==> src/rtl/router_pkg.sv <==
// Shared types and constants for the 1x3 router packet-sequencing controller.
package router_pkg;

    localparam int NUM_PORTS = 3;
    localparam int ADDR_W    = 2;
    localparam logic [ADDR_W-1:0] ADDR_INVALID = 2'b11;

    typedef enum logic [2:0] {
        DECODE_ADDRESS,
        LOAD_FIRST_DATA,
        LOAD_DATA,
        FIFO_FULL_STATE,
        LOAD_AFTER_FULL,
        LOAD_PARITY,
        CHECK_PARITY_ERROR,
        WAIT_TILL_EMPTY
    } state_t;

endpackage

==> src/rtl/router_fsm_ctrl.sv <==
// Packet-sequencing FSM: decodes the header address, waits for an empty target FIFO,
// and drives header/payload/parity load strobes. Moore outputs decode from state only.
module router_fsm_ctrl
    import router_pkg::*;
(
    input  logic              clk,
    input  logic              resetn,
    input  logic              pkt_valid,
    input  logic [ADDR_W-1:0] data_in,
    input  logic              fifo_full,
    input  logic              fifo_empty_0,
    input  logic              fifo_empty_1,
    input  logic              fifo_empty_2,
    input  logic              soft_reset_0,
    input  logic              soft_reset_1,
    input  logic              soft_reset_2,
    input  logic              parity_done,
    input  logic              low_packet_valid,
    output logic              detect_add,
    output logic              lfd_state,
    output logic              ld_state,
    output logic              laf_state,
    output logic              full_state,
    output logic              write_enb_reg,
    output logic              rst_int_reg,
    output logic              busy
);

    localparam int ADDR_SPAN = 1 << ADDR_W;

    state_t            state, state_nx;
    logic [ADDR_W-1:0] addr_q;

    // Padded to the full address span so an invalid address indexes a zero entry.
    logic [ADDR_SPAN-1:0] empty_pad, srst_pad;
    assign empty_pad = {{(ADDR_SPAN-NUM_PORTS){1'b0}}, fifo_empty_2, fifo_empty_1, fifo_empty_0};
    assign srst_pad  = {{(ADDR_SPAN-NUM_PORTS){1'b0}}, soft_reset_2, soft_reset_1, soft_reset_0};

    logic addr_ok, sel_empty, sel_srst;
    assign addr_ok   = data_in < ADDR_W'(NUM_PORTS);
    assign sel_empty = empty_pad[addr_q];
    assign sel_srst  = srst_pad[addr_q];

    always_ff @(posedge clk) begin
        if (!resetn) begin
            state  <= DECODE_ADDRESS;
            addr_q <= '0;
        end else begin
            state <= state_nx;
            if (state == DECODE_ADDRESS && state_nx != DECODE_ADDRESS)
                addr_q <= data_in;
        end
    end

    always_comb begin
        state_nx = state;
        if (state != DECODE_ADDRESS && sel_srst) begin
            state_nx = DECODE_ADDRESS;
        end else begin
            unique case (state)
                DECODE_ADDRESS:
                    if (pkt_valid && addr_ok)
                        state_nx = empty_pad[data_in] ? LOAD_FIRST_DATA : WAIT_TILL_EMPTY;
                LOAD_FIRST_DATA: state_nx = LOAD_DATA;
                // Full takes precedence over the end of payload.
                LOAD_DATA:
                    if (fifo_full)       state_nx = FIFO_FULL_STATE;
                    else if (!pkt_valid) state_nx = LOAD_PARITY;
                FIFO_FULL_STATE:
                    if (!fifo_full) state_nx = LOAD_AFTER_FULL;
                LOAD_AFTER_FULL:
                    if (parity_done)           state_nx = DECODE_ADDRESS;
                    else if (low_packet_valid) state_nx = LOAD_PARITY;
                    else                       state_nx = LOAD_DATA;
                LOAD_PARITY:        state_nx = CHECK_PARITY_ERROR;
                CHECK_PARITY_ERROR: state_nx = fifo_full ? FIFO_FULL_STATE : DECODE_ADDRESS;
                WAIT_TILL_EMPTY:
                    if (sel_empty) state_nx = LOAD_FIRST_DATA;
                default: state_nx = DECODE_ADDRESS;
            endcase
        end
    end

    always_comb begin
        detect_add    = (state == DECODE_ADDRESS);
        lfd_state     = (state == LOAD_FIRST_DATA);
        ld_state      = (state == LOAD_DATA);
        laf_state     = (state == LOAD_AFTER_FULL);
        full_state    = (state == FIFO_FULL_STATE);
        write_enb_reg = (state == LOAD_DATA) || (state == LOAD_PARITY) || (state == LOAD_AFTER_FULL);
        rst_int_reg   = (state == CHECK_PARITY_ERROR);
        busy          = !((state == DECODE_ADDRESS) || (state == LOAD_DATA));
    end

endmodule

==> config.mk <==
export PLATFORM = sky130hd
export DESIGN_NAME = router_fsm_ctrl
export DESIGN_NICKNAME = d
export VERILOG_FILES = /design/src/rtl/router_pkg.sv /design/src/rtl/router_fsm_ctrl.sv
export SDC_FILE = /design/constraint.sdc
export NUM_CORES = 1
export LEC_CHECK = 0
export CAP_MARGIN = 25
export CORE_MARGIN = 10
export CORE_UTILIZATION = 35
export DETAILED_ROUTE_END_ITERATION = 10
export GPL_ROUTABILITY_DRIVEN = 0
export PLACE_DENSITY = 0.75
export SLEW_MARGIN = 20
export SYNTH_ARGS = -nofsm -noshare
export SYNTH_HDL_FRONTEND = slang
export SYNTH_SLANG_ARGS = --single-unit
==> constraint.sdc <==
create_clock -name clk -period 1.39 [get_ports clk]
set_input_delay 0.2085 -clock clk [delete_from_list [all_inputs] [get_ports clk]]
set_output_delay 0.2085 -clock clk [all_outputs]
set_load 0.05 [all_outputs]
==> impl_metrics.env <==
export IMPL_hold_depth=2
export IMPL_grt_pass1_vias=488
export IMPL_finalInstanceArea_um2=855
export IMPL_antenna_cells=0
export IMPL_grt_max_degree=14
export IMPL_pre_cts_ws_ns=-0.191
export IMPL_cpPeakStageDelay_ns=0.37
export IMPL_wl_per_cell_um=13.5
export IMPL_ctsHoldBuffers=0
export IMPL_final_setup_worst_slack_ns=0.0576
export IMPL_fp_row_count=13
export IMPL_worstHoldStart="addr_q[1]$_SDFFE_PN0P_"
export IMPL_synth_warnings=0
export IMPL_vias=524
export IMPL_initial_core_util=0.371
export IMPL_nNetsFinal=100
export IMPL_cts_tree="yes"
export IMPL_synth_area_per_cell_um2=8.36
export IMPL_relSlewSlack=0.844
export IMPL_antenna_found_initial=0
export IMPL_synthDistinctLibCells=26
export IMPL_grt_total_usage=0.0753
export IMPL_overflow=0
export IMPL_slew_violations=0
export IMPL_hold_path_class="reg2reg"
export IMPL_cts_buffer_depth=2
export IMPL_fp_coreArea_mm2=0.00128
export IMPL_slowest_stage="dfxtp_4"
export IMPL_synthTopCellsByArea="dfxtp_1, clkbuf_8, mux2i_1, a21boi_2, a22oi_1"
export IMPL_finalHoldViolations=0
export IMPL_peakVddDrop_v=0.00151
export IMPL_clk_pin_slew_worst_paths_ns=0.04
export IMPL_reg2reg_setup_slack_ns=0.06
export IMPL_ys_ff_latch=5
export IMPL_drc=0
export IMPL_hpwl_mm=1.06
export IMPL_die_area_mm2=0.00324
export IMPL_drive_above_1_share=0.412
export IMPL_drtPass1Iterations=4
export IMPL_setup_viol=0
export IMPL_crit_start="state[0]$_SDFF_PN0_"
export IMPL_ant_nets=0
export IMPL_crit_fanout=6
export IMPL_worstSetupStartpointType="flop"
export IMPL_path_class="reg2out"
export IMPL_min_period_ns=1.33
export IMPL_max_freq_mhz=751
export IMPL_synth_top_area_frac=0.210
export IMPL_postPlaceCellArea_um2=763
export IMPL_critPathRequiredTime_ns=1.18
export IMPL_syn_instance_count=57
export IMPL_arrival_ns=1.12
export IMPL_critPathBufInv=2
export IMPL_yosysSeqAreaShare=0.210
export IMPL_wl_mm=1.35
export IMPL_root_buffer="clkbuf_4"
export IMPL_yosysTopAreaCell="dfxtp_1"
export IMPL_min_to="addr_q[1]$_SDFFE_PN0P_"
export IMPL_worstSetupEndpointType="output port"
export IMPL_skew_ns=0.00292
export IMPL_vias_per_cell=5.24
export IMPL_clock_latency_ns=0.24
export IMPL_io_buffers=21
export IMPL_finalPower_mw=2.26
export IMPL_period_share=0.959
export IMPL_ios=22
export IMPL_htreeDepth=1
export IMPL_rsz0062_at_grt="no"
export IMPL_regToRegStartpoint="addr_q[0]$_SDFFE_PN0P_"
export IMPL_rr_worst_depth=4
export IMPL_p_leak_nw=0.356
export IMPL_cts_sinks=5
export IMPL_nFillCells=108
export IMPL_dr_first_iter_drc_count=13
export IMPL_die_w_um=56.9
export IMPL_worst_slew_pin_transition_ns=0.234
export IMPL_power_density_mw_per_mm2=2640
export IMPL_die_h_um=56.9
export IMPL_numCtsBuffers=3
export IMPL_status="finished, final reports clean"
export IMPL_worstPathCellList="nor3_4 -> buf_6 -> buf_12"
export IMPL_areaGrowthSynthToFinish_pct=79.3
export IMPL_synth_nets=71
export IMPL_syn_area_um2=477
export IMPL_crit_family="flip-flops"
export IMPL_r2r_end="state[1]$_SDFF_PN0_"
export IMPL_drv_cap=0
export IMPL_grt_pass1_wl_mm=2.03
[cell usage in the layout (no fill, tap or decap), types with 2 or more instances in the layout]
master and count:
dfxtp_4 3, nand2_1 6, nor2b_1 2, inv_1 4
clkdlybuf4s50_1 13, buf_12 7, a21oi_1 3, a21boi_2 2
nand2b_1 3, nor2_2 2, nor2_1 2, a22oi_1 3
clkbuf_4 3, buf_4 4, mux2i_1 4
[cells in the mapped netlist, drive strengths merged]
| cell type | count |
|---|---|
| mux2i | 4 |
| clkbuf | 3 |
| or2 | 1 |
| a221oi | 1 |
| o21bai | 1 |
| nand2b | 3 |
| o21ai | 1 |
| nand2 | 6 |
| nor2b | 2 |
| o22ai | 1 |
| and2b | 1 |
| a22o | 1 |
| dfxtp | 5 |
| mux2 | 2 |
| nor3 | 1 |
| a21boi | 2 |
| o2bb2ai | 1 |
| and3 | 2 |
| nand3 | 1 |
| a22oi | 3 |
| inv | 4 |
| nand4 | 1 |
| nor3b | 2 |
| a21oi | 3 |
| nor2 | 5 |
[worst reg2reg max path: cells and delay by family, from the launching register on]
family          cells  cell delay [ns]
compound gates      3             0.59
flops               1             0.35
mux                 1             0.32
[repair_timing]
action / CTS / global route
setup buffers: 1 / 4
endpoints found under the setup margin: 9 / 8
pin swaps: 1 / 2
cloned: 0 / 0
gates resized for setup: 3 / 6
[state kept, by name, summed over array words and instances, names as in the netlist]
register and count:
addr_q 2, state 3
[area by class of cell]
type / count / area (um^2) / area share
Clock buffer: 4 / 26.3 / 0.0307
Tap cell: 15 / 18.8 / 0.0220
Sequential cell: 5 / 113 / 0.132
Inverter: 4 / 15.0 / 0.0176
Multi-Input combinational cell: 45 / 360 / 0.422
Timing Repair Buffer: 27 / 322 / 0.376
[worst max-delay path by stage]
stage,to,slack [ns],cells past startpoint
2_1_floorplan,addr_q[0]$_SDFFE_PN0P_,-0.13,4
3_3_place_gp,state[1]$_SDFF_PN0_,-0.13,5
3_5_place_dp,state[1]$_SDFF_PN0_,-0.19,5
4_1_cts,laf_state,0.002,3
5_1_grt,detect_add,0.003,3
6_report,detect_add,0.06,3
[metal layers]
metal  global-route usage  routed length, um
met5                    0                  0
met4               0.0101                  0
met3               0.0539                140
met2                0.138                684
met1               0.0672                525
[power breakdown]
group	total, mW	internal (mW)	switching (mW)
Sequential	0.346	0.223	0.124
Combinational	1.75	0.875	0.873
Clock	0.163	0.108	0.0551
[metrics by stage]
step	utilization	hold WS (ns)	setup TNS (ns)	std cells
finish	0.665	0.547	0	100
global route	0.665	0.579	0	100
CTS	0.624	0.553	0	96
detailed placement	0.594	0.548	-0.515	91
global placement	0.594	0.530	-0.359	91
floorplan	-	0.337	-0.282	57
[cells by family (layout without fill, tap and decap cells)]
logic type / after synthesis / in the layout / share of synthesized area
simple gates: 25 / 25 / 0.286
compound gates: 14 / 14 / 0.247
mux: 6 / 6 / 0.139
flops: 5 / 5 / 0.210
buf+inv: 7 / 35 / 0.118
Note: power is estimated with default switching activity, not from simulation.
